--- src/rtl/gpio_bus_pkg.sv ---
// Shared types and constants for the two-master GPIO bus arbiter.
package gpio_bus_pkg;

    localparam int unsigned BUS_W     = 32;
    localparam int unsigned STRB_W    = 4;
    localparam int unsigned BUS_REQ_W = 2;

    localparam logic [BUS_W-1:0] DEF_BASE_ADDR = 32'h1000_0000;
    localparam logic [BUS_W-1:0] DEF_ADDR_MASK = 32'hFFFF_FFF0;

    typedef enum logic [1:0] {
        IDLE    = 2'd0,
        ISSUE   = 2'd1,
        WAIT_RD = 2'd2,
        ACK     = 2'd3
    } state_t;

endpackage

--- src/rtl/gpio_bus_arbiter_rr_arb2.sv ---
// Two-way round-robin picker: on a tie the master not granted last wins.
module rr_arb2
    import gpio_bus_pkg::*;
(
    input  logic [BUS_REQ_W-1:0] pending_i,
    input  logic                 last_i,
    output logic [BUS_REQ_W-1:0] grant_o
);

    always_comb begin
        grant_o = pending_i;
        if (pending_i == 2'b11) begin
            grant_o = last_i ? 2'b01 : 2'b10;
        end
    end

endmodule

--- src/rtl/gpio_bus_arbiter.sv ---
// Arbitrates two masters onto a single GPIO slave, one unpipelined access per grant.
module gpio_bus_arbiter
    import gpio_bus_pkg::*;
#(
    parameter logic [BUS_W-1:0] BASE_ADDR = DEF_BASE_ADDR,
    parameter logic [BUS_W-1:0] ADDR_MASK = DEF_ADDR_MASK
) (
    input  logic              clk,
    input  logic              rst,
    input  logic [BUS_W-1:0]  m0_addr,
    input  logic [BUS_W-1:0]  m1_addr,
    input  logic [BUS_W-1:0]  m0_wdata,
    input  logic [BUS_W-1:0]  m1_wdata,
    input  logic              m0_rd,
    input  logic              m1_rd,
    input  logic [STRB_W-1:0] m0_wr,
    input  logic [STRB_W-1:0] m1_wr,
    output logic [BUS_W-1:0]  m0_rdata,
    output logic [BUS_W-1:0]  m1_rdata,
    output logic              m0_ack,
    output logic              m1_ack,
    output logic              m0_err,
    output logic              m1_err,
    output logic [BUS_W-1:0]  s_addr,
    output logic [BUS_W-1:0]  s_wdata,
    output logic              s_rd,
    output logic [STRB_W-1:0] s_wr,
    input  logic [BUS_W-1:0]  s_rdata
);

    state_t                 state_q;
    logic                   gnt_q;
    logic                   last_q;
    logic                   rd_q;
    logic [BUS_W-1:0]       s_addr_q;
    logic [BUS_W-1:0]       s_wdata_q;
    logic                   s_rd_q;
    logic [STRB_W-1:0]      s_wr_q;
    logic [BUS_REQ_W-1:0]   ack_q;
    logic [BUS_REQ_W-1:0]   err_q;
    logic [BUS_W-1:0]       rdata0_q;
    logic [BUS_W-1:0]       rdata1_q;

    logic [BUS_REQ_W-1:0]   pending;
    logic [BUS_REQ_W-1:0]   grant;
    logic [BUS_W-1:0]       addr_d;
    logic [BUS_W-1:0]       wdata_d;
    logic                   rd_d;
    logic [STRB_W-1:0]      wr_d;
    logic                   in_win;

    assign pending = {m1_rd | (|m1_wr), m0_rd | (|m0_wr)};

    rr_arb2 u_rr_arb2 (
        .pending_i (pending),
        .last_i    (last_q),
        .grant_o   (grant)
    );

    // A request with both rd and wr set is carried as a pure read.
    always_comb begin
        addr_d  = grant[1] ? m1_addr  : m0_addr;
        wdata_d = grant[1] ? m1_wdata : m0_wdata;
        rd_d    = grant[1] ? m1_rd    : m0_rd;
        wr_d    = rd_d ? '0 : (grant[1] ? m1_wr : m0_wr);
        in_win  = (addr_d & ADDR_MASK) == BASE_ADDR;
    end

    always_ff @(posedge clk) begin
        if (rst) begin
            state_q   <= IDLE;
            gnt_q     <= 1'b0;
            last_q    <= 1'b1;
            rd_q      <= 1'b0;
            s_addr_q  <= '0;
            s_wdata_q <= '0;
            s_rd_q    <= 1'b0;
            s_wr_q    <= '0;
            ack_q     <= '0;
            err_q     <= '0;
            rdata0_q  <= '0;
            rdata1_q  <= '0;
        end else begin
            s_rd_q   <= 1'b0;
            s_wr_q   <= '0;
            ack_q    <= '0;
            err_q    <= '0;
            rdata0_q <= '0;
            rdata1_q <= '0;
            case (state_q)
                IDLE: begin
                    if (|pending) begin
                        gnt_q <= grant[1];
                        rd_q  <= rd_d;
                        if (in_win) begin
                            state_q   <= ISSUE;
                            s_addr_q  <= addr_d;
                            s_wdata_q <= wdata_d;
                            s_rd_q    <= rd_d;
                            s_wr_q    <= wr_d;
                        end else begin
                            state_q         <= ACK;
                            ack_q[grant[1]] <= 1'b1;
                            err_q[grant[1]] <= 1'b1;
                        end
                    end
                end
                ISSUE: begin
                    if (rd_q) begin
                        state_q <= WAIT_RD;
                    end else begin
                        state_q      <= ACK;
                        ack_q[gnt_q] <= 1'b1;
                    end
                end
                WAIT_RD: begin
                    state_q      <= ACK;
                    ack_q[gnt_q] <= 1'b1;
                    if (gnt_q) rdata1_q <= s_rdata;
                    else       rdata0_q <= s_rdata;
                end
                ACK: begin
                    last_q  <= gnt_q;
                    state_q <= IDLE;
                end
                default: state_q <= IDLE;
            endcase
        end
    end

    assign s_addr   = s_addr_q;
    assign s_wdata  = s_wdata_q;
    assign s_rd     = s_rd_q;
    assign s_wr     = s_wr_q;
    assign m0_ack   = ack_q[0];
    assign m1_ack   = ack_q[1];
    assign m0_err   = err_q[0];
    assign m1_err   = err_q[1];
    assign m0_rdata = rdata0_q;
    assign m1_rdata = rdata1_q;

endmodule

--- config.mk ---
export PLATFORM = sky130hd
export DESIGN_NAME = gpio_bus_arbiter
export DESIGN_NICKNAME = d
export VERILOG_FILES = /design/src/rtl/gpio_bus_pkg.sv /design/src/rtl/gpio_bus_arbiter_rr_arb2.sv /design/src/rtl/gpio_bus_arbiter.sv
export SDC_FILE = /design/constraint.sdc
export NUM_CORES = 1
export LEC_CHECK = 0
export ABC_AREA = 0
export ABC_CLOCK_PERIOD_IN_PS = 8800
export CAP_MARGIN = 0
export CORE_AREA = 2 2 121 123
export CTS_CLUSTER_DIAMETER = 30
export DETAILED_ROUTE_END_ITERATION = 10
export DIE_AREA = 0 0 123 125
export PLACE_DENSITY = 0.89
export SLEW_MARGIN = 20
export SYNTH_ARGS = -nofsm -noshare
export SYNTH_HDL_FRONTEND = slang
export SYNTH_HIERARCHICAL = 1
export SYNTH_SLANG_ARGS = --single-unit
--- constraint.sdc ---
create_clock -name clk -period 8.8 [get_ports clk]
set_input_delay 2.2 -clock clk [delete_from_list [all_inputs] [get_ports clk]]
set_output_delay 2.2 -clock clk [all_outputs]
set_load 0.05 [all_outputs]
==> impl_metrics.py <==
metrics = {
    "run_status": {
        "status": "finished, final reports clean",
    },
    "detailed_routing": {
        "drtAntennaViolNets": 0,
        "viasPerCell": 4.841,
        "wl_mm": 16.04,
        "remaining_drc_errors": 0,
        "wire_per_inst_um": 16.78,
        "drtIter0Drc": 200,
        "via_count": 4628,
        "dr.pass1.iters": 4,
    },
    "place": {
        "port_buffers": 308,
        "post-place-ws_ns": 3.091,
        "dp_hpwl_mm": 12.20,
        "gp_congestion": 0.8102,
    },
    "yosys": {
        "netlist_instances": 463,
        "syn_avg_cell_area_sq_um": 11.43,
        "netlist_area_sq_um": 5294,
        "synthesis.nets": 641,
        "ys_warn_count": 6,
    },
    "cts": {
        "cts_tree": "done",
        "cts.sinks": 142,
        "cts_made_buffers": 17,
        "postCtsHoldBufs": 0,
        "cts_setup_buffers": 0,
        "h-tree-depth": 4,
        "clk_pin_slew_ns": 0.06,
        "clockBufferDepth": 2,
        "insertion_delay_ns": 0.41,
        "clockRootBuffer": "clkbuf_16",
        "cts.repair.resized": 0,
    },
    "critical_path": {
        "crit_type": "input port to flip-flop",
        "start_kind": "input port",
        "cp.required_ns": 9.10,
        "endpoint_kind": "flip-flop",
        "crit_path_max_fanout": 45,
        "rrSetupSlack_ns": 6.02,
        "cp_data_arrival_time_ns": 5.61,
    },
    "sta": {
        "final_max_slew_viol_count": 0,
        "slew_headroom": 0.3624,
        "final.setup_skew_ns": 0.007849,
        "period_share": 0.6042,
        "fmax_ghz": 0.1881,
        "rsz0062_at_grt": "false",
        "setup_viol": 0,
        "final_hold_viol_count": 0,
        "period_minus_slack_ns": 5.317,
        "fin_ws_ns": 3.483,
        "tns_ns": 0,
        "worst_pin_slew_ns": 0.9564,
    },
    "pwr": {
        "p_per_area_nw_per_um2": 204.6,
        "power_leakage_nw": 3.327,
        "vdd_ir_drop_max_v": 0.0001485,
    },
    "global_route": {
        "globalRouteOverflowTotal": 0,
        "track_usage": 0.2052,
        "antenna_found_initial": 0,
        "met1_usage": 0.2215,
        "grt_pass1_vias": 4652,
        "grt_max_degree": 50,
        "top_usage_layer": "met2",
        "met2_usage": 0.3516,
        "grt_use_met3": 0.08531,
        "grt_pass1_wl_mm": 24.14,
    },
    "flow_run": {
        "drv_cap": 0,
    },
    "die": {
        "dieWidth_um": 123,
        "die_height_um": 125,
        "fp-row-count": 44,
        "core_region_area_sq_um": 14200,
        "die-area_sq_um": 15380,
        "ios": 309,
        "start_util": 0.3727,
    },
    "layout": {
        "final_layout_size_suffix_gt1_frac": 0.1062,
        "final_nets": 938,
        "antenna_cells": 0,
        "area_growth_pct": 68.38,
    },
    "hold_path": {
        "hp-class": "flip-flop to flip-flop",
    },
}
placed cells by master (no fill, tap or decap), types with 2 or more instances in the layout:
cell type	n
bufinv_16	3
dfxtp_1	142
nor3_1	3
nand4_1	4
nor2_1	13
ha_1	6
inv_8	2
o21ai_0	2
and2_1	91
clkinvlp_4	3
clkdlybuf4s50_1	308
clkinv_4	2
nor4b_1	2
inv_6	3
clkbuf_16	17
nor4_1	49
a31o_2	36
nand2_1	4
mux2i_1	43
and3_1	2
mux2_2	2
inv_1	8
a21oi_1	2
o32ai_1	2
buf_4	4
worst paths after layout:
check        startpoint           to  cells past startpoint
max            m1_wr[1]  s_wdata[24]                     12
min          s_addr[28]   s_addr[28]                      2
max reg2reg      last_q    s_addr[5]                      6
min reg2reg  s_addr[28]   s_addr[28]                      2
cell type report:
type,count,area (sq um)
clock inverter,14,183.9
inverter,8,30.03
sequential,142,2843
fill,1143,5290
clock buffer,17,425.4
timing repair buffer,312,3113
tap,184,230.2
multi-input combinational,279,2088
worst max-delay path, cell delays in order:
cell and delay (ns):
clkdlybuf4s50_1 0.43, or4_4 0.56, nor2_1 0.15, inv_1 0.05, a21boi_4 0.13, buf_4 0.32
nor4_1 0.34, nand4_1 0.19, a21o_1 0.22, buf_4 0.25, nand2b_4 0.38, a31o_2 0.35
metal layers:
metal  up-vias  share of wire
met4         0          0.023
met3        24           0.11
met2       204           0.48
met5         -              0
met1      2155           0.38
li1       2245              -
flip-flops by register name (all words and copies together), names as in the netlist, 2 cells and up:
register / cells
m0_rdata: 32
m1_rdata: 32
s_addr: 32
s_wdata: 32
s_wr: 4
ack_q: 2
err_q: 2
state_q: 2
power breakdown:
part           internal [mW]  switching (mW)  total (mW)
clock network          0.451           0.283       0.734
logic                  0.182           0.215       0.397
registers              0.677          0.0160       0.693
per-stage QoR:
step / total power, mW / utilization / instances / instance area, sq um / hold slack [ns]
after floorplan: 0.9424 / - / 463 / 5294 / 0.4343
after CTS: 1.841 / 0.6271 / 956 / 8907 / 0.4570
final: 1.824 / 0.6276 / 956 / 8914 / 0.4568
after global placement: 1.099 / 0.5842 / 925 / 8298 / 0.4356
after global routing: 1.897 / 0.6276 / 956 / 8914 / 0.4689
after detailed placement: 1.105 / 0.5842 / 925 / 8298 / 0.4453
Note: power is estimated with default switching activity, not from simulation.
